$ cat config.mk
export PLATFORM = sky130hd
export DESIGN_NAME = req_encoder_16to4
export DESIGN_NICKNAME = d
export VERILOG_FILES = /design/src/rtl/req_encoder_16to4.sv
export SDC_FILE = /design/constraint.sdc
export NUM_CORES = 1
export LEC_CHECK = 0
export BUFFER_PORTS_ARGS = -buffer_cell sky130_fd_sc_hd__clkbuf_2
export CAP_MARGIN = 10
export CORE_MARGIN = 2
export CORE_UTILIZATION = 34
export CTS_CLUSTER_DIAMETER = 200
export CTS_CLUSTER_SIZE = 28
export DETAILED_ROUTE_END_ITERATION = 12
export GPL_TIMING_DRIVEN = 0
export PLACE_DENSITY = 0.67
export SYNTH_ARGS = -nofsm -noshare
export SYNTH_HDL_FRONTEND = slang
export SYNTH_SLANG_ARGS = --single-unit
$ cat constraint.sdc
create_clock -name clk -period 5 [get_ports clk]
set_clock_uncertainty 0.15 [all_clocks]
set_input_delay 0.5 -clock clk [delete_from_list [all_inputs] [get_ports clk]]
set_output_delay 0.5 -clock clk [all_outputs]
set_load 0.005 [all_outputs]
$ cat src/rtl/req_encoder_16to4.sv
`default_nettype none
// ============================================================================
//  Module      : req_encoder_16to4
//  Description : Sequential N-to-log2(N) encoder. Captures a request vector and
//                emits the index of each set bit, one per handshake, in
//                priority order.
//  Revision    : 1.0  initial release
// ============================================================================
module req_encoder_16to4 #(
    parameter int N         = 16,
    parameter int AW        = 4,
    parameter bit PRIO_HIGH = 1'b0
) (
    input  logic          clk,
    input  logic          rst_n,
    input  logic          En,
    input  logic          load,
    input  logic [N-1:0]  req_in,
    output logic          busy,
    output logic          out_valid,
    input  logic          out_ready,
    output logic [AW-1:0] out_code,
    output logic          out_last,
    output logic          empty_ld,
    output logic [N-1:0]  pending
);

    localparam logic [0:0]   S_IDLE = 1'b0;
    localparam logic [0:0]   S_SCAN = 1'b1;
    localparam logic [N-1:0] c_one  = N'(1);

    logic [0:0]    r_state;
    logic [N-1:0]  r_pending;
    logic [AW-1:0] r_out_code;
    logic          r_out_last;
    logic          r_empty_ld;

    logic          w_load_accept;
    logic          w_handshake;
    logic [N-1:0]  w_next_pending;
    logic [N-1:0]  w_src;
    logic [AW-1:0] w_src_code;
    logic          w_src_last;

    // Later matches overwrite earlier ones, so scan order picks the winner.
    function automatic logic [AW-1:0] f_encode(input logic [N-1:0] v);
        logic [AW-1:0] code;
        code = '0;
        if (PRIO_HIGH) begin
            for (int i = 0; i < N; i++) begin
                if (v[i]) code = AW'(i);
            end
        end else begin
            for (int i = N - 1; i >= 0; i--) begin
                if (v[i]) code = AW'(i);
            end
        end
        return code;
    endfunction

    function automatic logic f_single(input logic [N-1:0] v);
        return (v != '0) && ((v & (v - c_one)) == '0);
    endfunction

    assign w_load_accept  = En && load && (r_state == S_IDLE);
    assign w_handshake    = En && out_ready && (r_state == S_SCAN);
    assign w_next_pending = r_pending & ~(c_one << r_out_code);

    // The code/last registers are always loaded from whichever vector becomes
    // the new pending value, so the outputs are ready the cycle after.
    assign w_src      = w_load_accept ? req_in : w_next_pending;
    assign w_src_code = f_encode(w_src);
    assign w_src_last = f_single(w_src);

    always_ff @(posedge clk or negedge rst_n) begin
        if (!rst_n) begin
            r_state    <= S_IDLE;
            r_pending  <= '0;
            r_out_code <= '0;
            r_out_last <= 1'b0;
            r_empty_ld <= 1'b0;
        end else begin
            r_empty_ld <= w_load_accept && (req_in == '0);
            if (w_load_accept) begin
                r_pending  <= req_in;
                r_out_code <= w_src_code;
                r_out_last <= w_src_last;
                if (req_in != '0) begin
                    r_state <= S_SCAN;
                end
            end else if (w_handshake) begin
                r_pending  <= w_next_pending;
                r_out_code <= w_src_code;
                r_out_last <= w_src_last;
                if (r_out_last) begin
                    r_state <= S_IDLE;
                end
            end
        end
    end

    assign busy      = (r_state == S_SCAN);
    assign out_valid = (r_state == S_SCAN) && En;
    assign out_code  = r_out_code;
    assign out_last  = r_out_last;
    assign empty_ld  = r_empty_ld;
    assign pending   = r_pending;

endmodule
`default_nettype wire
==> impl_metrics.ini <==
[status]
status = completed

[timing]
finalCriticalPeriod_ns = 3.162
setup_tns_ns = 0
maxSlewHeadroom_pct = 49.25
whs_ns = 0.07276
hold_viol = 0
tightest_slew_ns = 0.7549
max_freq_mhz = 316.2
fin_ws_ns = 1.838
rsz0062_at_grt = no
drv_slew = 0
fin_crit_sh_pct = 63.25
setup_viol = 0

[placed_design]
preCtsSetupSlack_ns = 1.729
port_buffers = 44
gp_congestion = 0.9242
dp_hpwl_um = 4301

[clocking]
cts_setup_buffers = 0
cts_tree = done
cts.sinks = 23
clockBufferDepth = 2
cts_resized = 0
clk_latency_ns = 0.27
cts_max_level = 1
hold_buffers = 0
cts.reportedPaths.clkPinSlew_ns = 0.09
cts_made_buffers = 3
cts-root-buf = clkbuf_8

[global_routing]
grt_overflow = 0
grt_max_degree = 24
grt_pass1_wl_um = 9197
antenna_found_initial = 0
grt_pass1_vias = 1786
groute.usage.overall_pct = 19.43

[job]
maxCapViolCount = 0

[synth]
synth_top_family_by_area = simple AND/OR/NAND/NOR gates
syn-cell-area_um2 = 1798
synthCells = 214
async_flop_share_pct = 100.0
ys_types = 56
synth-seq-cells = 23
synth_edf_count = 0
synth_nets = 235
synth_fa_ha_area_share_pct = 0
synth_simple_gate_area_share_pct = 32.36
synthXorXnorAreaFrac_pct = 0
yosysWarnings = 0
synthMuxAreaShare_pct = 4.175
synth_compound_area_share_pct = 27.07
seq_area_frac_synth_pct = 32.01
syn_avg_cell_area_um2 = 8.402
ys.flop_type = dfrtp_1

[pwr]
ir_worst_vdd_mv = 0.1900
p_leak_nw = 0.9588
powerDensity_nw_per_um2 = 574.0
power_mw = 1.235

[cells_and_area]
drive_above_1_share_pct = 24.81
nNetsFinal = 284
syn_to_final_growth_pct = 19.62
n_antenna_cell = 0
utilization_pct = 42.11

[detailed_routing]
num_vias = 1917
drc = 0
wirelength_um = 5684
routedWlPerCell_um = 17.12
first_pass_iters = 4
route.antenna.remaining_nets = 0
via_per_inst = 5.774
drtIter0Drc = 199

[worst_setup_path]
r2r-start = busy$_DFFE_PN0P_
rrSetupSlack_ns = 1.84
r2r_cells = 8
r2r-end = out_last$_DFFE_PN0P_
cp-start-kind = flip-flop
cp.arrival_ns = 3.18
crit_path_max_fanout = 10
cp-end-kind = flip-flop
required_ns = 5.02
critPathKind = flip-flop to flip-flop

[floorplanning]
initial_core_util_pct = 35.20
ios = 45
die_w_um = 76.72
fp.dieH_um = 76.72
die-area_um2 = 5886
rows = 26
core-area_um2 = 5107

[worst_hold_path]
hp-class = input pin to asynchronous set/reset pin
[worst max-delay path, cell delays in order (launching register included)]
cell and delay [ns]:
dfrtp_1 0.40, nand3b_1 0.46, clkbuf_1 0.48, mux2i_1 0.39
nor2_1 0.08, o21ai_0 0.17, a21boi_0 0.13, or4b_1 0.57
o31ai_2 0.25
[layout by cell type, fill, tap and decap left out, drive strengths merged, types with 3 or more instances in the layout]
cell / synthesis / layout
clkbuf: 10 / 58
nand2: 28 / 28
dfrtp: 23 / 23
o21ai: 19 / 19
nor2: 17 / 17
a31oi: 13 / 13
a21oi: 10 / 10
and4b: 7 / 7
inv: 7 / 7
o31ai: 7 / 7
nor3: 5 / 5
nand4: 5 / 5
and2: 4 / 4
mux2: 4 / 4
or4b: 4 / 4
nand4b: 3 / 3
buf: 3 / 3
nand4bb: 3 / 3
mux2i: 3 / 3
nor4: 3 / 3
o311ai: 3 / 3
[flip-flops by register name, indices dropped and copies added (netlist names)]
name and cells:
empty_ld 1, pending 16, out_last 1, busy 1, out_code 4
[worst max path at each step]
| stage | from | to | slack (ns) | depth (start not counted) |
|---|---|---|---|---|
| 2_1_floorplan | out_code[0]$_DFFE_PN0P_ | out_last$_DFFE_PN0P_ | 2.39 | 7 |
| 3_3_place_gp | load | out_last$_DFFE_PN0P_ | 1.72 | 8 |
| 3_5_place_dp | load | out_last$_DFFE_PN0P_ | 1.73 | 8 |
| 4_1_cts | busy$_DFFE_PN0P_ | out_last$_DFFE_PN0P_ | 1.90 | 8 |
| 5_1_grt | busy$_DFFE_PN0P_ | out_last$_DFFE_PN0P_ | 1.68 | 7 |
| 6_report | busy$_DFFE_PN0P_ | out_last$_DFFE_PN0P_ | 1.84 | 8 |
[through the flow]
stage | cell area (um^2) | std cells
final | 2151 | 332
after global placement | 2106 | 328
after CTS | 2151 | 332
after detailed placement | 2106 | 328
after floorplan | 1798 | 214
after global routing | 2151 | 332
[synth_stat cells, drive strengths merged, types with 4 or more instances]
cell type / number / area (um^2)
a31oi: 13 / 102.6
clkbuf: 10 / 37.54
nor3: 5 / 25.02
a21oi: 10 / 50.05
o21ai: 19 / 95.09
nand2: 28 / 105.1
nand4: 5 / 46.29
dfrtp: 23 / 575.6
mux2: 4 / 45.04
and2: 4 / 25.02
nor2: 17 / 63.81
o31ai: 7 / 57.55
and4b: 7 / 70.07
inv: 7 / 26.27
or4b: 4 / 43.79
[cell families (layout without fill, tap and decap cells)]
group / count (synthesis) / count (layout)
and+or+nand+nor: 94 / 94
buffers and inverters: 20 / 68
muxes: 7 / 7
AOI/OAI and AO/OA: 70 / 70
DFF: 23 / 23
[report_power, final]
part           leakage, nW  internal [mW]  switching [mW]
Clock               0.0228         0.0569          0.0633
Sequential           0.296          0.252          0.0826
Combinational        0.640          0.326           0.454
[layer usage]
metal  vias up  GRT usage [%]  wire (um)  part of all wire (%)
met5         -              0          0                     0
met2        88          31.93       2702                    48
li1        926              -          -                     -
met3         6          2.706        437                   7.7
met4         0          5.091         63                   1.1
met1       897          26.79       2480                    44
[cell type report]
class | count | area, um^2
plain buffers | 13 | 52.55
clock buffers | 4 | 45.04
fillers | 537 | 2957
inverters | 7 | 26.28
multi-input cells | 171 | 1144
flip-flops and latches | 23 | 575.6
well taps | 70 | 87.58
repair buffers | 44 | 220.2
Note: power is estimated with default switching activity, not from simulation.
